`config.mk`:
```
export PLATFORM = sky130hd
export DESIGN_NAME = insn_queue_flat
export DESIGN_NICKNAME = d
export VERILOG_FILES = /design/src/rtl/insn_queue_pkg.sv /design/src/rtl/insn_queue_if.sv /design/src/rtl/insn_queue_mem.sv /design/src/rtl/insn_queue.sv /design/src/flat_wrapper.sv
export SDC_FILE = /design/constraint.sdc
export NUM_CORES = 1
export LEC_CHECK = 0
export ABC_CLOCK_PERIOD_IN_PS = 6600
export BUFFER_PORTS_ARGS = -buffer_cell sky130_fd_sc_hd__clkbuf_2
export CORE_UTILIZATION = 55
export DETAILED_ROUTE_END_ITERATION = 10
export PLACE_DENSITY = 0.79
export SYNTH_ARGS = -nofsm -noshare
export SYNTH_HDL_FRONTEND = slang
export SYNTH_HIERARCHICAL = 1
export SYNTH_SLANG_ARGS = --single-unit
```
`constraint.sdc`:
```
create_clock -name clk -period 6.6 [get_ports clk]
set_input_delay 1.32 -clock clk [delete_from_list [all_inputs] [get_ports clk]]
set_output_delay 1.32 -clock clk [all_outputs]
set_load 0.05 [all_outputs]
```
`src/rtl/insn_queue_pkg.sv`:
```
// Shared types and sizing for the fetch-to-decode instruction queue.
// Pure declarations: no logic, no latency, no flow control.
// Used by the queue top, its storage array and the handshake interface.
package insn_queue_pkg;

    localparam int IQ_DEPTH = 4;
    localparam int IQ_PTR_W = 2;
    localparam int IQ_CNT_W = 3;

    typedef logic [29:0]         word_addr_t;
    typedef logic [31:0]         word_data_t;
    typedef logic [IQ_PTR_W-1:0] iq_ptr_t;
    typedef logic [IQ_CNT_W-1:0] iq_cnt_t;

    localparam word_data_t ISA_NOP = 32'h0000_0000;
    localparam iq_cnt_t    IQ_FULL = iq_cnt_t'(IQ_DEPTH);

    typedef struct packed {
        word_addr_t pc;
        word_data_t insn;
    } iq_entry_t;

endpackage

```
`src/rtl/insn_queue_if.sv`:
```
// IF-side push and ID-side head handshake bundle for the instruction queue.
// Wires only: no latency of its own.
// if_stall is the IF backpressure, id_stall the ID backpressure.
interface insn_queue_if;
    import insn_queue_pkg::*;

    word_addr_t if_pc;
    word_data_t if_insn;
    logic       if_en;
    logic       if_stall;
    logic       id_stall;
    logic       flush;
    word_addr_t q_pc;
    word_data_t q_insn;
    logic       q_en;
    iq_cnt_t    q_level;

    modport master (
        output if_pc, if_insn, if_en, id_stall, flush,
        input  if_stall, q_pc, q_insn, q_en, q_level
    );

    modport slave (
        input  if_pc, if_insn, if_en, id_stall, flush,
        output if_stall, q_pc, q_insn, q_en, q_level
    );

endinterface

```
`src/rtl/insn_queue_mem.sv`:
```
// 4 x 62-bit register array holding {pc, insn} queue entries, contents not reset.
// Write lands on the rising edge; read is asynchronous (zero latency).
// No flow control here; the queue controller gates the write enable.
module iq_mem
    import insn_queue_pkg::*;
(
    input  logic      clk,
    input  logic      we,
    input  iq_ptr_t   waddr,
    input  iq_entry_t wdata,
    input  iq_ptr_t   raddr,
    output iq_entry_t rdata
);

    iq_entry_t mem [IQ_DEPTH];

    always_ff @(posedge clk) begin
        if (we) begin
            mem[waddr] <= wdata;
        end
    end

    assign rdata = mem[raddr];

endmodule

```
`src/rtl/insn_queue.sv`:
```
// 4-entry first-word-fall-through instruction queue between IF and ID.
// Latency: entry pushed at edge N is visible at the head in the following cycle.
// Backpressure: if_stall whenever full (even if ID pops); id_stall freezes the head.
module insn_queue
    import insn_queue_pkg::*;
(
    input  logic         clk,
    input  logic         reset,
    insn_queue_if.slave  qif
);

    iq_ptr_t   wr_ptr;
    iq_ptr_t   rd_ptr;
    iq_cnt_t   count;
    iq_entry_t wr_entry;
    iq_entry_t rd_entry;
    logic      full;
    logic      q_vld;
    logic      push;
    logic      pop;

    assign full     = (count == IQ_FULL);
    assign q_vld    = (count != '0);
    assign push     = qif.if_en & ~full & ~qif.flush;
    assign pop      = q_vld & ~qif.id_stall & ~qif.flush;
    assign wr_entry = '{pc: qif.if_pc, insn: qif.if_insn};

    iq_mem u_mem (
        .clk   (clk),
        .we    (push),
        .waddr (wr_ptr),
        .wdata (wr_entry),
        .raddr (rd_ptr),
        .rdata (rd_entry)
    );

    always_ff @(posedge clk or negedge reset) begin
        if (!reset) begin
            wr_ptr <= '0;
            rd_ptr <= '0;
            count  <= '0;
        end else if (qif.flush) begin
            // Flush wins over any push/pop arriving in the same cycle.
            wr_ptr <= '0;
            rd_ptr <= '0;
            count  <= '0;
        end else begin
            if (push) begin
                wr_ptr <= wr_ptr + 1'b1;
            end
            if (pop) begin
                rd_ptr <= rd_ptr + 1'b1;
            end
            case ({push, pop})
                2'b10:   count <= count + 1'b1;
                2'b01:   count <= count - 1'b1;
                default: count <= count;
            endcase
        end
    end

    // Stale array contents stay hidden behind q_en while empty.
    assign qif.q_en     = q_vld;
    assign qif.q_pc     = q_vld ? rd_entry.pc   : '0;
    assign qif.q_insn   = q_vld ? rd_entry.insn : ISA_NOP;
    assign qif.if_stall = full;
    assign qif.q_level  = count;

endmodule

```
`src/flat_wrapper.sv`:
```
// flat-port wrapper written by rule: the top's interface ports become plain ports
module insn_queue_flat import insn_queue_pkg::*;
  (clk, reset, qif_if_pc, qif_if_insn, qif_if_en, qif_id_stall, qif_flush, qif_if_stall, qif_q_pc, qif_q_insn, qif_q_en, qif_q_level);
  insn_queue_if qif_i ();
  input  logic clk;
  input  logic reset;
  input wire logic [$bits(qif_i.if_pc)-1:0] qif_if_pc;
  input wire logic [$bits(qif_i.if_insn)-1:0] qif_if_insn;
  input wire logic [$bits(qif_i.if_en)-1:0] qif_if_en;
  input wire logic [$bits(qif_i.id_stall)-1:0] qif_id_stall;
  input wire logic [$bits(qif_i.flush)-1:0] qif_flush;
  output wire logic [$bits(qif_i.if_stall)-1:0] qif_if_stall;
  output wire logic [$bits(qif_i.q_pc)-1:0] qif_q_pc;
  output wire logic [$bits(qif_i.q_insn)-1:0] qif_q_insn;
  output wire logic [$bits(qif_i.q_en)-1:0] qif_q_en;
  output wire logic [$bits(qif_i.q_level)-1:0] qif_q_level;
  assign qif_i.if_pc = qif_if_pc;
  assign qif_i.if_insn = qif_if_insn;
  assign qif_i.if_en = qif_if_en;
  assign qif_i.id_stall = qif_id_stall;
  assign qif_i.flush = qif_flush;
  assign qif_if_stall = qif_i.if_stall;
  assign qif_q_pc = qif_i.q_pc;
  assign qif_q_insn = qif_i.q_insn;
  assign qif_q_en = qif_i.q_en;
  assign qif_q_level = qif_i.q_level;
  insn_queue u_core (.clk(clk), .reset(reset), .qif(qif_i));
endmodule
```
Word level (Yosys, flattened, before mapping)

Memory sizes are Yosys's and may differ from the RTL's.
Cells that the tools add are included.

Word-level logic and storage cells: 32
Input port bits: 67
Register bits: 7
Bits in writable memories: 248
Memories kept: 1
Output and inout port bits: 67

Reduce and logical (&&, ||, !) cells: 4
$add $sub $neg: 4
Equality and inequality tests: 3
Bitwise gates (word level): 7
Multiplexer cells: 10

Memories:

| name             | depth | width | read ports | clocked after memory_dff | write ports | line                 | source |
|---|---|---|---|---|---|---|---|
| u_core.u_mem.mem | 4     | 62    | 1          | 0                        | 1           | insn_queue_mem.sv:15 | `iq_entry_t mem [IQ_DEPTH];` |

Operator list:

| cell                                                                  | count |
|---|---|
| 32-bit 2-to-1 mux                                                     | 1 |
| 30-bit 2-to-1 mux                                                     | 1 |
| 2-bit 2-to-1 mux                                                      | 4 |
| 3-bit case mux with 2 select lines                                    | 1 |
| 3-bit nonzero test                                                    | 2 |
| 2-bit by 1-bit adder with 2-bit output, second input constant         | 2 |
| 1-bit AND                                                             | 4 |
| 2-bit nonzero test                                                    | 2 |
| 3-bit by 1-bit adder with 3-bit output, second input constant         | 1 |
| 3-bit equality test, second input constant                            | 1 |
| 3-bit 2-to-1 mux                                                      | 1 |
| 1-bit NOT                                                             | 3 |
| 3-bit by 1-bit subtractor with 3-bit output, second input constant    | 1 |
| 2-bit by 1-bit equality test with 1-bit output, second input constant | 1 |
| 2-bit equality test, second input constant                            | 1 |
| 1-bit 2-to-1 mux                                                      | 2 |

Depth between registers and ports, before layout

Word-level depth: 7
Depth in mapped cells: 9
Gate-level depth less buffers: 7

Hierarchy

Netlist, hierarchy kept.

Modules (own cells, without submodules):

| module     | seq. area each (sq um) | times used | area each (sq um) | cells an instance |
|---|---|---|---|---|
| iq_mem     | 7447.1                 | 1          | 9047.4            | 328 |
| insn_queue | 175.2                  | 1          | 915.9             | 123 |

Worst setup path before layout

OpenSTA, ideal clock, no wires.

Path kind: input-to-reg
From: in qif_flush
To: mem u_core/u_mem/mem[0][0] in the netlist's numbering (enable)
Path slack: -215 ps
Cell stages on the path: 3
Buffers on the path: 1
Library setup time: 571 ps
Data required time: 6029 ps
Arrival time: 6243 ps
Path through: buf_1 -> nor2_1 -> nor3b_1

Cells in the longest elaborated chain, start to end: 4

Ends and longest elaborated chain:

| item                                   | line                 | source |
|---|---|---|
| start: declaration                     | flat_wrapper.sv:11   | `input wire logic [$bits(qif_i.flush)-1:0] qif_flush;` |
| 1-bit NOT                              | insn_queue.sv:24     | `assign push = qif.if_en & ~full & ~qif.flush;` |
| 1-bit AND                              | insn_queue.sv:24     |  |
| net u_core.push                        | insn_queue.sv:19     | `logic push;` |
| 1-bit 2-to-1 mux                       | insn_queue_mem.sv:18 | `if (we) begin` |
| 1-bit 2-to-1 mux (implied by the code) | insn_queue_mem.sv:19 | `mem[waddr] <= wdata;` |
| end: declaration                       | insn_queue_mem.sv:15 |  |

The timed path passes the listed nets, and every way through them passes these cells.

==> flow_summary.json <==
{
  "fmax_mhz": 228.6,
  "yosys.area.top_type": "edfxtp_1",
  "ctsLongestPathBuffers": 3,
  "final_net_count": 659,
  "synth_warnings": 6,
  "vias_per_cell": 5.655,
  "cts_tree": "done",
  "status": "complete, no violations",
  "async_flop_share_pct": 2.745,
  "diodes": 0,
  "cp-start-kind": "flip-flop",
  "drt-total-wl_microns": 17690,
  "grt_max_degree": 68,
  "antenna_found_initial": 1,
  "row_count": 48,
  "path_delay_family": "buffers and inverters",
  "ir_drop_mv": 0.2221,
  "cpPeakStageDelay_ps": 810,
  "via_count": 4716,
  "grt_pass1_wl_microns": 27530,
  "wl_per_cell_microns": 21.21,
  "cts_buffers": 26,
  "cts_resized": 0,
  "yosys.area.top_type_share_pct": 74.75,
  "gp_congestion": 0.7182,
  "grt-ovfl-total": 0,
  "die_h_microns": 136.6,
  "dr.pass1.iters": 4,
  "path_clk_slew_ps": 60,
  "synth_nets": 519,
  "syn_avg_cell_area_sq_um": 22.09,
  "cap_violations": 0,
  "ys_seq_area_share_pct": 76.50,
  "cp_slowest_cell": "dfrtp_4",
  "ys_ff_latch": 255,
  "path_buf_inv": 2,
  "synthFlopType": "edfxtp_1",
  "ys_top_cells_by_area": "edfxtp_1, mux4_2, nor2b_1, dfrtp_1, buf_12",
  "grtUsageTotal_pct": 19.97,
  "rsz0062_at_grt": "false",
  "cts_num_sinks": 255,
  "io_pins": 134,
  "drc": 0,
  "start_util_pct": 57.01,
  "clock-skew-final_ps": 10.71,
  "design.die.area_sq_um": 18660,
  "drive_above_1_share_pct": 39.41,
  "ant_nets": 0,
  "postCtsSetupBuffers": 0,
  "areaGrowthSynthToFinish_pct": 15.40,
  "max_slew_margin_pct": 24.60,
  "clockRootBuffer": "clkbuf_16",
  "cts_hold_buf": 0,
  "path_class": "reg -> out",
  "clk_latency_ps": 520,
  "end_kind": "primary output",
  "period_minus_slack_ps": 4375,
  "synth_edf_count": 248,
  "grt_pass1_vias": 5124,
  "crit_arrival_ps": 3060,
  "worst_pin_slew_ps": 1131,
  "period_share_pct": 66.29,
  "crit_fanout": 36,
  "die_w_microns": 136.6,
  "syn_area_sq_um": 9963,
  "crit_chain": "buf_4 -> mux4_1 -> nor2b_1 -> clkbuf_2",
  "drv_slew": 0,
  "yosysUniqueCellTypes": 35,
  "core-area_sq_um": 17480,
  "setup_tns_ps": 0,
  "finalSetupViolations": 0,
  "htree_levels": 1,
  "hold_slack_ps": 641.2,
  "portBuffers": 133,
  "p_per_area_nw_per_um2": 321.9,
  "drt_iter0_markers": 280,
  "required_ps": 5280,
  "hp-class": "in -> async",
  "dpl.hpwl_microns": 10170,
  "hold_violations": 0,
  "leakagePower_nw": 3.874,
  "syn_inst": 451
}
[final timing paths]
kind                                        from                     to  slack (ps)  depth (start not counted)
min in group clk                u_core/wr_ptr[1]       u_core/wr_ptr[1]         690                          2
setup / recovery                u_core/rd_ptr[0]          qif_q_insn[0]        2220                          4
setup reg to reg           u_core/qif.q_level[0]  u_core/qif.q_level[2]        3770                          7
hold / removal                             reset       u_core/rd_ptr[0]         640                          1
hold reg to reg                 u_core/wr_ptr[1]       u_core/wr_ptr[1]         690                          2
max in group asynchronous                  reset       u_core/rd_ptr[1]        5750                          1
[cells by family after synthesis]
family          Yosys count  share of synthesized area (%)
flops                   255                          76.50
buf+inv                  28                          2.399
simple gates             89                          5.475
compound gates           12                         0.9796
mux                      62                          14.09
fa+ha+maj                 1                         0.2009
xor+xnor                  4                         0.3517
[final cells by class]
type	count	area [sq um]
clock inverters	8	53.80
fillers	1134	5979
well taps	225	281.5
clock buffers	38	695.7
multi-input cells	168	2132
inverters	3	11.26
flip-flops and latches	255	7627
repair buffers	137	695.7
[layout by cell type (no fill, tap or decap), types with 3 or more instances in the layout]
| master | n |
|---|---|
| nor2b_1 | 64 |
| nor2_1 | 6 |
| nand2_1 | 6 |
| clkbuf_16 | 26 |
| mux4_2 | 60 |
| inv_1 | 3 |
| dfrtp_1 | 5 |
| clkbuf_1 | 12 |
| clkinv_1 | 3 |
| buf_4 | 4 |
| edfxtp_1 | 248 |
| clkbuf_2 | 133 |
[flip-flops by register name, summed over array words and instances (netlist names)]
register / count
u_core/wr_ptr: 2
u_core/u_mem/mem: 248
u_core/qif.q_level: 3
u_core/rd_ptr: 2
[power breakdown]
| part | total [mW] | internal (mW) | leakage, nW | switching (mW) |
|---|---|---|---|---|
| Combinational | 0.548 | 0.168 | 1.17 | 0.380 |
| Sequential | 1.87 | 1.83 | 2.34 | 0.0324 |
| Clock | 1.29 | 0.731 | 0.359 | 0.555 |
| Total | 3.70 | 2.73 | 3.87 | 0.968 |
[cells in the mapped netlist (all sizes together), types with 3 or more instances]
library cell / number
nand2: 6
mux4: 62
inv: 3
buf: 21
dfrtp: 7
nor2b: 64
nor2: 6
edfxtp: 248
clkbuf: 4
[routing by layer]
| metal | vias to the layer above | wire length [microns] | GRT usage (%) |
|---|---|---|---|
| met5 | - | 13 | 0 |
| met4 | 2 | 294 | 5.185 |
| met3 | 26 | 1215 | 4.963 |
| met2 | 134 | 9101 | 34.57 |
| met1 | 2438 | 7064 | 25.29 |
| li1 | 2116 | - | - |
[stage by stage]
stage          total power, mW  instance area [sq um]  std cells  setup slack [ps]  utilization (%)
5_1_grt                  3.830                  11500        834              1960            65.79
6_report                 3.701                  11500        834              2225            65.79
3_3_place_gp             2.443                  10750        788              2658            61.50
2_1_floorplan            2.328                   9968        451              2014                -
4_1_cts                  3.740                  11500        834              2094            65.79
3_5_place_dp             2.458                  10750        788              2670            61.50
No activity file was read; power rests on OpenSTA's default activity.
